--- src/rtl/sbqm_pkg.sv ---
// Shared types and default widths for the bank queue manager slice.
// Consumed by wait_time_calc and its seq_divider datapath.
package sbqm_pkg;

    typedef enum logic [1:0] {
        IDLE,
        CALC,
        DONE
    } state_t;

    localparam int PCNT_W_DEF = 3;
    localparam int TCNT_W_DEF = 2;
    localparam int WT_W_DEF   = 5;
    localparam int SVC_T_DEF  = 3;

    // Bits needed for SVC_T*(P+T-1) at the largest P and T the counters can present.
    function automatic int num_width(input int svc_t, input int pcnt_w, input int tcnt_w);
        return $clog2(svc_t * ((1 << pcnt_w) + (1 << tcnt_w) - 2) + 1);
    endfunction

endpackage

--- src/rtl/seq_divider.sv ---
// Restoring divider: one quotient bit per cycle, MSB first, NUM_W steps after start.
// quotient/remainder show the values produced by the current step; they are final
// in the cycle where done is high. The caller never starts with a zero divisor.
module seq_divider #(
    parameter int NUM_W = 5,
    parameter int DEN_W = 2
) (
    input  logic             clk,
    input  logic             rst,
    input  logic             start,
    input  logic [NUM_W-1:0] dividend,
    input  logic [DEN_W-1:0] divisor,
    output logic             done,
    output logic [NUM_W-1:0] quotient,
    output logic [DEN_W-1:0] remainder
);

    localparam int CNT_W = (NUM_W > 1) ? $clog2(NUM_W) : 1;

    logic [NUM_W-1:0] shift_q;  // dividend bits shift out as quotient bits shift in
    logic [DEN_W-1:0] rem_q;
    logic [DEN_W-1:0] den_q;
    logic [CNT_W-1:0] cnt;
    logic             active;
    logic [DEN_W:0]   trial;
    logic             fits;

    // One restoring step: bring down the next dividend bit, subtract if the divisor fits.
    always_comb begin
        trial     = {rem_q, shift_q[NUM_W-1]};
        fits      = (trial >= {1'b0, den_q});
        remainder = fits ? DEN_W'(trial - {1'b0, den_q}) : trial[DEN_W-1:0];
        quotient  = {shift_q[NUM_W-2:0], fits};
        done      = active && (cnt == CNT_W'(NUM_W - 1));
    end

    // Load operands on start, then advance one step per cycle until the last bit.
    always_ff @(posedge clk or posedge rst) begin
        // NOTE: the datapath registers are reset along with the control bits; they are
        // few, and it keeps every output defined straight out of reset.
        if (rst) begin
            shift_q <= '0;
            rem_q   <= '0;
            den_q   <= '0;
            cnt     <= '0;
            active  <= 1'b0;
        end else if (start) begin
            shift_q <= dividend;
            rem_q   <= '0;
            den_q   <= divisor;
            cnt     <= '0;
            active  <= 1'b1;
        end else if (active) begin
            shift_q <= quotient;
            rem_q   <= remainder;
            cnt     <= cnt + CNT_W'(1);
            if (done) begin
                active <= 1'b0;
            end
        end
    end

endmodule

--- src/rtl/wait_time_calc.sv ---
// Estimated customer wait time: wtime = SVC_T*(P+T-1)/T, floor by default,
// saturating at 2^WT_W-1 with ovf set. Valid/ready handshakes on both sides.
// Build option: define ROUND_HALF_UP_EN to round the quotient half-up instead of
// truncating; latency is unchanged.
module wait_time_calc
    import sbqm_pkg::*;
#(
    parameter int PCNT_W = PCNT_W_DEF,
    parameter int TCNT_W = TCNT_W_DEF,
    parameter int SVC_T  = SVC_T_DEF,
    parameter int WT_W   = WT_W_DEF
) (
    input  logic              clk,
    input  logic              rst,
    input  logic              in_valid,
    output logic              in_ready,
    input  logic [PCNT_W-1:0] pcount,
    input  logic [TCNT_W-1:0] tcount,
    output logic              out_valid,
    input  logic              out_ready,
    output logic [WT_W-1:0]   wtime,
    output logic              ovf,
    output logic              busy
);

    localparam int NUM_W = num_width(SVC_T, PCNT_W, TCNT_W);
    localparam int QX_W  = NUM_W + 1;  // room for the rounding increment
    localparam logic [QX_W-1:0] WT_MAX = QX_W'((1 << WT_W) - 1);

    state_t            state;
    logic              zero_op;
    logic              div_start;
    logic [NUM_W-1:0]  numer;
    logic              div_done;
    logic [NUM_W-1:0]  div_q;
    logic [TCNT_W-1:0] div_rem;
    logic [QX_W-1:0]   q_ext;
    logic              sat;
    logic [WT_W-1:0]   res;

    assign zero_op   = (pcount == '0) || (tcount == '0);
    assign div_start = in_ready && in_valid && !zero_op;
    // Cannot overflow NUM_W: the width is derived from the largest possible product.
    assign numer     = NUM_W'(SVC_T) * (NUM_W'(pcount) + NUM_W'(tcount) - NUM_W'(1));

    seq_divider #(
        .NUM_W (NUM_W),
        .DEN_W (TCNT_W)
    ) u_div (
        .clk       (clk),
        .rst       (rst),
        .start     (div_start),
        .dividend  (numer),
        .divisor   (tcount),
        .done      (div_done),
        .quotient  (div_q),
        .remainder (div_rem)
    );

`ifdef ROUND_HALF_UP_EN
    logic [TCNT_W-1:0] t_lat;

    // Keep the divisor for the half-up test on the final remainder.
    always_ff @(posedge clk or posedge rst) begin
        if (rst) begin
            t_lat <= '0;
        end else if (div_start) begin
            t_lat <= tcount;
        end
    end
`else
    logic unused_rem;
    assign unused_rem = ^div_rem;
`endif

    // Round (optional) then saturate the final quotient into the output width.
    always_comb begin
        // NOTE: every variable gets a value before any condition, so no path through
        // this block can leave one unassigned and infer a latch.
        q_ext = {1'b0, div_q};
`ifdef ROUND_HALF_UP_EN
        if ({div_rem, 1'b0} >= {1'b0, t_lat}) begin
            q_ext = q_ext + QX_W'(1);
        end
`endif
        sat = (q_ext > WT_MAX);
        res = sat ? '1 : WT_W'(q_ext);
    end

    // Control FSM with registered handshake outputs and result.
    always_ff @(posedge clk or posedge rst) begin
        // NOTE: state and outputs are updated with non-blocking assignments so every
        // register samples the pre-edge values, independent of statement order.
        if (rst) begin
            state     <= IDLE;
            in_ready  <= 1'b1;
            out_valid <= 1'b0;
            wtime     <= '0;
            ovf       <= 1'b0;
            busy      <= 1'b0;
        end else begin
            case (state)
                IDLE: begin
                    if (in_valid) begin
                        in_ready <= 1'b0;
                        busy     <= 1'b1;
                        if (zero_op) begin
                            wtime     <= '0;
                            ovf       <= 1'b0;
                            out_valid <= 1'b1;
                            state     <= DONE;
                        end else begin
                            state <= CALC;
                        end
                    end
                end
                CALC: begin
                    if (div_done) begin
                        wtime     <= res;
                        ovf       <= sat;
                        out_valid <= 1'b1;
                        state     <= DONE;
                    end
                end
                DONE: begin
                    if (out_ready) begin
                        out_valid <= 1'b0;
                        in_ready  <= 1'b1;
                        busy      <= 1'b0;
                        state     <= IDLE;
                    end
                end
                default: begin
                    state <= IDLE;
                end
            endcase
        end
    end

endmodule

--- config.mk ---
export PLATFORM = sky130hd
export DESIGN_NAME = wait_time_calc
export DESIGN_NICKNAME = d
export VERILOG_FILES = /design/src/rtl/sbqm_pkg.sv /design/src/rtl/seq_divider.sv /design/src/rtl/wait_time_calc.sv
export SDC_FILE = /design/constraint.sdc
export NUM_CORES = 1
export LEC_CHECK = 0
export ABC_AREA = 1
export CAP_MARGIN = 0
export CORE_MARGIN = 2
export CORE_UTILIZATION = 40
export DETAILED_ROUTE_END_ITERATION = 7
export GPL_TIMING_DRIVEN = 0
export PLACE_DENSITY = 0.69
export SLEW_MARGIN = 20
export SYNTH_ARGS = -nofsm -noshare
export SYNTH_HDL_FRONTEND = slang
export SYNTH_SLANG_ARGS = --single-unit
export TNS_END_PERCENT = 10
--- constraint.sdc ---
create_clock -name clk -period 1.89 [get_ports clk]
set_clock_uncertainty 0.05 [all_clocks]
set_input_delay 0.4725 -clock clk [delete_from_list [all_inputs] [get_ports clk]]
set_output_delay 0.4725 -clock clk [all_outputs]
set_load 0.01 [all_outputs]
==> flow_summary.ini <==
[outcome]
status = complete, but fails checks
violations = setup timing

[placed_design]
pre_cts_ws_ps = -1230
port_buffers = 16
hpwl_um = 2070
place_congestion = 0.764

[cells_and_area]
n_antenna_cell = 0
layout_commonest_cell = nand2_1
drive_above_1_share_pct = 23.5
multiInputGateArea_um2 = 806
seq_area_um2 = 577
final_core_util_pct = 51.9
num-fill-cells = 362
final_cell_mix = nand2_1, inv_1, dfrtp_1
area_growth_pct = 26.6
final_nets = 237

[clock_network]
clkSinkCount = 23
clock_latency_ps = 270
ctsLongestPathBuffers = 2
cts_made_buffers = 3
cts_tree = built
root_buffer = clkbuf_8
htree_levels = 1
path_clk_slew_ps = 90

[route]
drc = 0
routed_wl_um = 2650
postRouteAntennaNets = 0
post_drt_wl_per_cell_um = 10.2
drtPass1Iterations = 4
num_vias = 1162
vias_per_cell = 4.45
drt_iter0_drc = 44

[global_routing]
grt_pass1_wl_um = 4690
antenna_found_initial = 0
grt_pass1_vias = 1056
grt_usage_pct = 14.6
grt_max_degree = 24
grt_overflow = 0

[logic_synthesis]
syn-num-nets = 210
postSynthAreaPerCell_um2 = 7.90
yosysSeqAreaShare_pct = 39.0
synth_edf_count = 0
synthArstFlopShare_pct = 100
ys_types = 29
syn_area_mm2 = 0.00148
synth_cells = 187
yosysWarnings = 0
yosys_most_used_dff = dfrtp_1
synth.ff_latch_count = 23

[setup_path]
cp_num_cells = 11
crit_family = adder cells
cp_slowest_cell = fa_2
start_kind = input port
crit_buf_inv = 5
reg2reg_depth = 8
path_cells = buf_8, inv_4, ha_4, inv_2, ha_4, inv_4, fa_2, inv_2, fa_2, or2_0, nand3_1
endpoint_kind = flip-flop
cp_data_required_time_ps = 2010
arrival_ps = 2350
slowest_delay_ps = 590
crit_type = in2reg
worstPathMaxFanout = 3

[die]
core_mm2 = 0.00361
die_h_um = 64.8
dieArea_mm2 = 0.00420
io_pins = 18
fp.dieW_um = 64.8
initial_core_util_pct = 41.0
rows = 22

[hold_path]
hold_path_depth = 2
worstHoldPathType = reg2reg

[power]
power_density_mw_per_mm2 = 1290
p_leak_nw = 0.990
max-vdd-ir-drop_mv = 0.453
power_mw = 2.42

[timing]
fmax_mhz = 449
tightest_slew_ps = 857
finalCritPeriodShare_pct = 118
min_period_ps = 2230
hold_viol_final = 0
relSlewSlack_pct = 42.8
rsz0062_at_grt = yes
setup_viol = 3
fin_ws_ps = -339
final_max_slew_viol_count = 0

[flow_run]
maxCapViolCount = 0
[layer usage]
layer  share of wire (%)  global-route usage (%)  vias up
li1                    -                       -      621
met1                  49                    18.6      523
met2                  47                    23.8       13
met3                 1.3                    1.56        5
met4                 2.8                    8.78        0
met5                   0                       0        -
[registers in the layout, indices dropped and copies added (netlist names), 2 cells and up]
name           flops
wtime              5
u_div.den_q        2
state              2
u_div.cnt          3
u_div.shift_q      5
u_div.rem_q        2
[cells in the mapped netlist (all sizes together), types with 2 or more instances]
cell type   n  area, um^2
nor2        6        27.5
inv        35         131
nand2      67         262
buf         3        26.3
or2         2        12.5
o21ai       8        43.8
dfrtp      22         551
ha         11         138
fa          3        60.1
nand3      21         128
[timing repair]
item | 4_1_cts | 5_1_grt
setup endpoints to repair | 4 | 4
pin swaps | 7 | 4
gates resized for setup | 26 | 5
hold buffers | 0 | 0
buffers inserted | 5 | 1
[power breakdown]
part	total [mW]	internal (mW)	switching, mW
sequential	0.862	0.714	0.149
clock	0.321	0.150	0.172
combinational	1.24	0.539	0.696
total	2.42	1.40	1.02
[stage by stage]
step                      hold slack [ps]  area, um^2  TNS (ps)  instances
after floorplan                       400        1520     -1330        187
after global placement                405        1740     -3900        251
after detailed placement              410        1740     -3990        251
after CTS                             432        1840      -932        260
after global routing                  456        1870     -1100        261
final                                 426        1870      -904        261
[worst paths after layout]
check	end	start	slack, ps
max	u_div.shift_q[2]	pcount[1]	-340
min reg2reg	wtime[1]	wtime[1]	430
min	wtime[1]	wtime[1]	430
max reg2reg	u_div.rem_q[0]	u_div.den_q[1]	440
max in group asynchronous	u_div.cnt[0]	rst	640
min in group asynchronous	busy	rst	620
[worst min-delay path, stage by stage (launching register included)]
cell and delay (ps):
dfrtp_1 350, nand2_1 50, nand2_1 40
[logic make-up after synthesis]
logic type	synth area share (%)
and+or+nand+nor	31.5
other	0.254
buffers and inverters	10.7
AOI/OAI and AO/OA	3.98
adders and majority gates	13.4
DFF	39.0
xor gates and xnor gates	1.19
[final cells by class]
type / instances / area share, %
plain buffers: 3 / 1.40
clock buffers: 3 / 2.21
clock inverters: 1 / 0.401
inverters: 35 / 7.96
multi-input cells: 126 / 43.1
flip-flops and latches: 23 / 30.8
well taps: 48 / 3.21
repair buffers: 22 / 10.9
Note: power is estimated with default switching activity, not from simulation.
